[src/rtl/l_shl_arbiter_if.sv]
// rtl/l_shl_arbiter_if.sv - start/done handshake and operand bus to the shared L_shl unit
interface l_shl_arbiter_if;
  logic [31:0] L_shl_a;
  logic [15:0] L_shl_b;
  logic        L_shl_ready;
  logic [31:0] L_shl_in;
  logic        L_shl_done;

  modport master (
    output L_shl_a,
    output L_shl_b,
    output L_shl_ready,
    input  L_shl_in,
    input  L_shl_done
  );

  modport slave (
    input  L_shl_a,
    input  L_shl_b,
    input  L_shl_ready,
    output L_shl_in,
    output L_shl_done
  );
endinterface

[src/rtl/l_shl_arbiter.sv]
// rtl/l_shl_arbiter.sv - round-robin sharing of one multi-cycle L_shl unit among NUM_REQ requesters
// Optional WAIT-state timeout is built when ARB_TIMEOUT_EN is defined.
module l_shl_arbiter #(
  parameter int NUM_REQ = 4,
  parameter int TIMEOUT = 64
) (
  input  logic                    clk,
  input  logic                    reset,
  input  logic [NUM_REQ-1:0]      req_ready,
  input  logic [NUM_REQ*32-1:0]   req_a,
  input  logic [NUM_REQ*16-1:0]   req_b,
  output logic [NUM_REQ-1:0]      req_done,
  output logic [31:0]             req_result,
  output logic                    req_err,
  output logic [NUM_REQ-1:0]      grant,
  output logic                    busy,
  l_shl_arbiter_if.master         lshl
);

  localparam int PTR_W = (NUM_REQ > 1) ? $clog2(NUM_REQ) : 1;

  typedef enum logic [1:0] {
    ST_IDLE,
    ST_ISSUE,
    ST_WAIT,
    ST_RESP
  } state_t;

  state_t             state;
  state_t             state_nxt;
  logic [PTR_W-1:0]   rr_ptr;
  logic [PTR_W-1:0]   winner;
  logic               win_valid;
  logic [NUM_REQ-1:0] grant_q;
  logic [31:0]        op_a;
  logic [15:0]        op_b;
  logic [31:0]        res_q;
  logic               timed_out;
  logic               err_flag;

  function automatic logic [PTR_W-1:0] ptr_add(input logic [PTR_W-1:0] p, input int k);
    int s;
    s = int'(p) + k;
    if (s >= NUM_REQ) s = s - NUM_REQ;
    return PTR_W'(s);
  endfunction

  // Scan downward so the candidate closest after rr_ptr is the last one kept.
  always_comb begin
    winner    = rr_ptr;
    win_valid = 1'b0;
    for (int k = NUM_REQ; k >= 1; k--) begin
      if (req_ready[ptr_add(rr_ptr, k)]) begin
        winner    = ptr_add(rr_ptr, k);
        win_valid = 1'b1;
      end
    end
  end

  always_ff @(posedge clk or negedge reset) begin
    if (!reset) begin
      state <= ST_IDLE;
    end else begin
      state <= state_nxt;
    end
  end

  always_comb begin
    state_nxt        = state;
    busy             = (state != ST_IDLE);
    grant            = grant_q;
    lshl.L_shl_ready = (state == ST_ISSUE);
    lshl.L_shl_a     = '0;
    lshl.L_shl_b     = '0;
    req_done         = '0;
    req_result       = '0;
    req_err          = 1'b0;
    case (state)
      ST_IDLE: begin
        if (win_valid) state_nxt = ST_ISSUE;
      end
      ST_ISSUE: begin
        lshl.L_shl_a = op_a;
        lshl.L_shl_b = op_b;
        state_nxt    = ST_WAIT;
      end
      ST_WAIT: begin
        lshl.L_shl_a = op_a;
        lshl.L_shl_b = op_b;
        if (lshl.L_shl_done || timed_out) state_nxt = ST_RESP;
      end
      ST_RESP: begin
        req_done   = grant_q;
        req_result = res_q;
        req_err    = err_flag;
        state_nxt  = ST_IDLE;
      end
      default: state_nxt = ST_IDLE;
    endcase
  end

  // Operands are frozen at grant; requester-side changes afterwards do not reach L_shl.
  always_ff @(posedge clk or negedge reset) begin
    if (!reset) begin
      rr_ptr  <= PTR_W'(NUM_REQ - 1);
      grant_q <= '0;
      op_a    <= '0;
      op_b    <= '0;
      res_q   <= '0;
    end else begin
      case (state)
        ST_IDLE: begin
          if (win_valid) begin
            for (int i = 0; i < NUM_REQ; i++) begin
              grant_q[i] <= (PTR_W'(i) == winner);
            end
            op_a   <= req_a[32*winner +: 32];
            op_b   <= req_b[16*winner +: 16];
            rr_ptr <= winner;
          end
        end
        ST_WAIT: begin
          if (lshl.L_shl_done) begin
            res_q <= lshl.L_shl_in;
          end else if (timed_out) begin
            res_q <= '0;
          end
        end
        ST_RESP: begin
          grant_q <= '0;
        end
        default: ;
      endcase
    end
  end

`ifdef ARB_TIMEOUT_EN
  logic [7:0] wait_cnt;
  logic       err_q;

  always_ff @(posedge clk or negedge reset) begin
    if (!reset) begin
      wait_cnt <= '0;
      err_q    <= 1'b0;
    end else begin
      if (state == ST_ISSUE) begin
        wait_cnt <= '0;
      end else if (state == ST_WAIT) begin
        wait_cnt <= wait_cnt + 8'd1;
      end
      // A done arriving on the timeout cycle still counts as a good completion.
      if (state == ST_WAIT && (lshl.L_shl_done || timed_out)) begin
        err_q <= !lshl.L_shl_done;
      end
    end
  end

  assign timed_out = (state == ST_WAIT) && (wait_cnt == 8'(TIMEOUT));
  assign err_flag  = err_q;
`else
  assign timed_out = 1'b0;
  assign err_flag  = 1'b0;
`endif

endmodule

[src/flat_wrapper.sv]
// flat-port wrapper written by rule: the top's interface ports become plain ports
module l_shl_arbiter_flat 
#(
  parameter int NUM_REQ = 4,
  parameter int TIMEOUT = 64
)
  (clk, reset, req_ready, req_a, req_b, req_done, req_result, req_err, grant, busy, lshl_L_shl_a, lshl_L_shl_b, lshl_L_shl_ready, lshl_L_shl_in, lshl_L_shl_done);
  l_shl_arbiter_if lshl_i ();
  input  logic clk;
  input  logic reset;
  input  logic [NUM_REQ-1:0] req_ready;
  input  logic [NUM_REQ*32-1:0] req_a;
  input  logic [NUM_REQ*16-1:0] req_b;
  output logic [NUM_REQ-1:0] req_done;
  output logic [31:0] req_result;
  output logic req_err;
  output logic [NUM_REQ-1:0] grant;
  output logic busy;
  output wire logic [$bits(lshl_i.L_shl_a)-1:0] lshl_L_shl_a;
  output wire logic [$bits(lshl_i.L_shl_b)-1:0] lshl_L_shl_b;
  output wire logic [$bits(lshl_i.L_shl_ready)-1:0] lshl_L_shl_ready;
  input wire logic [$bits(lshl_i.L_shl_in)-1:0] lshl_L_shl_in;
  input wire logic [$bits(lshl_i.L_shl_done)-1:0] lshl_L_shl_done;
  assign lshl_L_shl_a = lshl_i.L_shl_a;
  assign lshl_L_shl_b = lshl_i.L_shl_b;
  assign lshl_L_shl_ready = lshl_i.L_shl_ready;
  assign lshl_i.L_shl_in = lshl_L_shl_in;
  assign lshl_i.L_shl_done = lshl_L_shl_done;
  l_shl_arbiter #(.NUM_REQ(NUM_REQ), .TIMEOUT(TIMEOUT)) u_core (.clk(clk), .reset(reset), .req_ready(req_ready), .req_a(req_a), .req_b(req_b), .req_done(req_done), .req_result(req_result), .req_err(req_err), .grant(grant), .busy(busy), .lshl(lshl_i));
endmodule
[config.mk]
export PLATFORM = sky130hd
export DESIGN_NAME = l_shl_arbiter_flat
export DESIGN_NICKNAME = d
export VERILOG_FILES = /design/src/rtl/l_shl_arbiter_if.sv /design/src/rtl/l_shl_arbiter.sv /design/src/flat_wrapper.sv
export SDC_FILE = /design/constraint.sdc
export NUM_CORES = 1
export LEC_CHECK = 0
export ABC_AREA = 1
export BUFFER_PORTS_ARGS = -buffer_cell sky130_fd_sc_hd__buf_2
export CORE_AREA = 2 2 127 129
export DETAILED_ROUTE_END_ITERATION = 8
export DIE_AREA = 0 0 129 131
export PLACE_DENSITY = 0.74
export SLEW_MARGIN = 20
export SYNTH_ARGS = -nofsm -noshare
export SYNTH_HDL_FRONTEND = slang
export SYNTH_SLANG_ARGS = --single-unit
export TNS_END_PERCENT = 1
[constraint.sdc]
create_clock -name clk -period 4.86 [get_ports clk]
set_input_delay 0.486 -clock clk [delete_from_list [all_inputs] [get_ports clk]]
set_output_delay 0.486 -clock clk [all_outputs]
set_load 0.02 [all_outputs]
Word level (Yosys, flattened, before mapping). Index checks and enable logic that the tools add are counted.

Flip-flop bits (word level): 88. Bits of input ports: 231. Output and inout bits: 91. Word-level logic and storage cells: 70.

Add/subtract/negate cells: 8. Magnitude comparators: 8. Equal/unequal tests: 8. Shift operators: 2. Mux-type cells: 29. Reduce and logical (&&, ||, !) cells: 9.

Operators by type and width (number): $shiftx 128x8->32 (1); $mux 32 (2); $shiftx 64x7->16 (1); $mux 2 (10); $mux 16 (1); $lt 2x3->1 const B (4); $ge 3x3->1 const B (3); $bmux 1 s2 (4); $mux 1 (8); $mux 4 (2); $pmux 2 s4 (1); $pmux 4 s2 (1); $reduce_and 2->1 (4); $sub 2x1->2 const B (4); $add 2x2->3 const B (2); $add 2x3->4 const B (1); $eq 2x2->1 const A (2); $eq 2x2->1 const B (2); $ge 4x3->1 const B (1); $logic_not 2->1 (2); $reduce_bool 2->1 (2); $add 2x1->3 const B (1); $eq 1x2->1 const A (1); $eq 2x1->1 const B (1); 3 further kinds (3).

Longest topological paths before layout.
Depth in word-level cells: 12. Mapped depth: 17. Gate-level depth less buffers: 15.

Worst setup path before layout. OpenSTA, ideal clock, no wires.

Kind: register to output. From: register u_core.state[0]. To: output lshl_L_shl_b[10]. Data arrival time: 1.503 ns. Path slack: 2.871 ns. Cell stages (with the launch flop): 7. Buffers on the path: 2. Path through: dfrtp_1 inv_1 ha_1 clkbuf_1 clkbuf_1 nand2_1 inv_1.

Cells in the longest elaborated chain, start to end: 3. Elaborated cells on any way between the ends: 4. Those cells by class: eq/ne (2); mux (1); reduce/logical (1).

Ends and longest elaborated chain: start: declaration (RTL line l_shl_arbiter.sv:29) `state_t state;`; start signal: assignment (RTL line l_shl_arbiter.sv:64) `state <= state_nxt;`; $eq 2x1->1 or $eq 2x2->1 (tied branches) (RTL line l_shl_arbiter.sv:78) `case (state)`; $reduce_or 2->1 (no source line) *; $mux 16 * (RTL line l_shl_arbiter.sv:78); end: declaration (RTL line flat_wrapper.sv:20) `output wire logic [$bits(lshl_i.L_shl_b)-1:0] lshl_L_shl_b;`.

Mark *: on every way between the ends. The rest lies on a longest branch, timed or not.

Worst setup path in the final report.
From: register u_core.rr_ptr[0]. To: register u_core.op_b[13].

Cells in the longest elaborated chain, start to end: 10. Elaborated cells on any way between the ends: 34. Those cells by class: add/sub (8); order compare (4); shift (1); mux (20); reduce/logical (1).

Ends and longest elaborated chain: start: declaration (RTL line l_shl_arbiter.sv:31) `logic [PTR_W-1:0] rr_ptr;`; start signal: assignment (RTL line l_shl_arbiter.sv:105) `rr_ptr <= PTR_W'(NUM_REQ - 1);`; start signal: assignment (RTL line l_shl_arbiter.sv:119) `rr_ptr <= winner;`; $add 2x3->4 (RTL line l_shl_arbiter.sv:43) `s = int'(p) + k;`; $ge 4x3->1 or $sub 2x1->2 (tied branches) (RTL line l_shl_arbiter.sv:44) `if (s >= NUM_REQ) s = s - NUM_REQ;`; $mux 2 (RTL line l_shl_arbiter.sv:44); $bmux 1 s2 (RTL line l_shl_arbiter.sv:53) `if (req_ready[ptr_add(rr_ptr, k)]) begin`; $mux 1 (implied by the code) (RTL line l_shl_arbiter.sv:53); $mux 2 or $mux 1 (tied branches) (4 in a row) (RTL line l_shl_arbiter.sv:53); $shiftx 64x7->16 or $reduce_and 2->1 (tied branches); end signal: assignment (RTL line l_shl_arbiter.sv:118) `op_b <= req_b[16*winner +: 16];`; end: declaration (RTL line l_shl_arbiter.sv:36) `logic [15:0] op_b;`.

Several ways; a longest one is shown, not always the timed one. The select of a mux whose other input is x is not followed. A chain may end at the register's enable or synchronous reset.

==> key figures <==
Routing
  • Drt first pass iters: 5
  • Highest metal used: met5
  • Antenna Nets Post-Route: 0
  • Post-Route M1 WL: 8300 um
  • Metal2 WL: 9210 um
  • WL per Instance: 12.5 um
  • Drt drc: 0
  • Met3 Wirelength: 1470 um
  • Drt via density: 4.59
  • Drt total wl: 19,400 um
  • DR iter-0 viols: 301
  • Vias: 7,147

Placement
  • RePlAce Congestion: 0.850
  • Placed insts: 1,537
  • Post-DP HPWL: 14,300 um
  • PortBufs: 320

Pwr
  • Max VDD drop: 0.478 mV
  • Power per cell area: 819 nW/um^2
  • P_leak: 5.82 nW

Worst setup path
  • Reg2reg path depth: 15
  • Worst Path Arrival: 3350 ps
  • Crit Path Class: reg -> reg
  • R2R Setup Slk: 1790 ps
  • Crit path to: u_core.op_b[13]
  • RR Startpoint: u_core.rr_ptr[0]
  • Worst Path Required: 5130 ps
  • Crit start category: flip-flop
  • Crit. End Element: flip-flop
  • Reg2Reg Capture Point: u_core.op_b[13]
  • CP max FO: 63
  • CP Launch Point: u_core.rr_ptr[0]

Final layout
  • Final nets: 1,567
  • Area Overhead vs Synth: 30.2%
  • Layout cells sized above 1: 29.5%
  • Leading cell type in the layout, fill and taps excluded: nand2_1
  • Fillers: 1,668
  • Multi-input gate area: 3200 sq um
  • Cell Count, Final, Fillers Out: 1,556
  • Register area: 2200 sq um
  • Most frequent cells in the layout: nand2_1, buf_2, inv_1

Global routing
  • GRT Resource Usage Total: 22.5%
  • First-pass GRT wire length: 30,100 um
  • Total congestion overflow: 0
  • Vias in the first global route: 6,353
  • Pin count of the biggest net entering global routing: 64
  • Initial antenna violation count: 4

STA
  • Fmax: 325 MHz
  • Clk_skew: 6.82 ps
  • Endpoints failing setup: 0
  • Least-Margin Pin Slew: 942 ps
  • Fin. max-slew vios: 0
  • Relative slew slack: 37.1%
  • RSZ-0062 raised after global routing: no
  • Setup TNS: 0 ps
  • Period minus WS final: 3070 ps
  • Final hold violation count: 0
  • Final period utilization: 63.2%

Clocking
  • CTS clk-pin slew, worst paths: 60 ps
  • CTS tree: yes
  • TritonCTS Sinks: 88
  • Post-CTS Resized: 0
  • Hold_buf cts: 0
  • CTS H-Tree Depth: 3
  • Total CTS buffers: 9
  • Clock buffer depth: 2
  • Clk_lat worst skew: 340 ps
  • Setup Fix Bufs, Post-CTS: 0
  • CTS Root Cell: clkbuf_16

Run status
  • Status: complete, no violations

Synth
  • Synth Register Bits: 88
  • Yosys cell types: 28
  • Seq/Total Area, Yosys: 34.1%
  • Synth Warn #: 0
  • Mapped Cells: 1,057
  • Synth Net Count: 1,292
  • Post-Synthesis Cell Area: 6460 sq um
  • Synthesized area per cell: 6.12 sq um

Floorplanning
  • Row count: 46
  • Starting Density: 41.4%
  • CORE AREA: 15,600 sq um
  • Chip height: 131 um
  • Die area: 16,900 sq um
  • Die W: 129 um
  • # IOs: 322

Run
  • Max-cap violations: 0

Hold path
  • Hold WC Path Type: in -> async
-- synth_stat cells --
cell type / number / area, sq um
a21oi_1: 2 / 10.0
a22oi_1: 1 / 7.51
buf_1: 7 / 26.3
buf_2: 27 / 135
buf_4: 7 / 52.6
buf_6: 3 / 33.8
clkbuf_1: 20 / 75.1
conb_1: 1 / 3.75
dfrtp_1: 86 / 2150
dfstp_2: 2 / 52.6
ha_1: 4 / 50.1
inv_1: 193 / 724
inv_2: 5 / 18.8
inv_4: 1 / 6.26
mux2_2: 32 / 360
nand2_1: 500 / 1880
nand2_2: 3 / 18.8
nand2_4: 2 / 22.5
nand3_1: 146 / 731
nand3_4: 1 / 17.5
nand3b_1: 1 / 7.51
nor2_1: 2 / 7.51
nor2_4: 1 / 11.3
nor3_2: 1 / 10.0
o21ai_0: 2 / 10.0
o21ai_1: 2 / 10.0
o21ai_2: 1 / 8.76
o22ai_1: 4 / 25.0
-- routing by layer --
layer  track usage [%]  vias to the layer above
li1                  -                     3680
met1              28.2                     3136
met2              38.7                      296
met3              4.64                       31
met4              7.86                        4
met5                 0                        -
-- worst min path at each step --
stage,startpoint,end,slack [ps]
final,reset,u_core.res_q[17],100
after global routing,reset,u_core.res_q[17],120
after CTS,reset,u_core.res_q[17],110
after detailed placement,reset,u_core.res_q[17],470
after global placement,reset,u_core.res_q[17],460
after floorplan,reset,u_core.grant[0],190
-- report_power, final --
group	leakage, nW	total, mW	internal, mW	switching [mW]
registers	1.07	1.31	1.11	0.200
logic	4.59	4.86	1.56	3.30
clock network	0.155	0.724	0.440	0.284
total	5.82	6.90	3.11	3.78
-- flip-flops by register name, summed over array words and instances, names as in the netlist --
| register | flops |
|---|---|
| u_core.op_a | 32 |
| u_core.res_q | 32 |
| u_core.op_b | 16 |
| u_core.grant | 4 |
| u_core.rr_ptr | 2 |
| u_core.state | 2 |
-- per-stage QoR --
stage	instance area [sq um]	utilization [%]	setup WS, ps	hold WS (ps)	power, mW
floorplan	6460	-	2870	190	5.09
global placement	8090	51.8	1850	462	6.17
detailed placement	8090	51.9	1790	465	6.22
CTS	8410	53.9	1780	105	6.97
global route	8410	53.9	1400	124	7.67
finish	8410	53.9	1790	96.6	6.90
-- cell type report --
class                           instances  area share (%)
Multi-Input combinational cell        706            38.0
Sequential cell                        88            26.2
Timing Repair Buffer                  328            19.8
Inverter                              199            8.91
Tap cell                              216            3.21
Clock buffer                           12            3.17
Clock inverter                          4           0.610
Antenna cell                            3          0.0892
-- logic make-up after synthesis --
group	count (synthesis)	synth area share (%)
buf+inv	263	16.6
mux	32	5.57
simple gates	657	41.8
fa+ha+maj	4	0.774
flops	88	34.1
other cells	1	0.0580
compound gates	12	1.10
-- worst max-delay path: stages (launching register included) --
cell and delay, ps:
dfstp_2 650, inv_4 80, nand2_1 60, nand2_1 60, nand2_1 140, nand2_2 120
inv_2 100, nand3_4 560, nand2_4 260, buf_4 460, nand2_1 100, nand2_1 90
nand2_1 50, nand2_1 110, nand2_1 50, nand2_1 70
No activity file was read; power rests on OpenSTA's default activity.
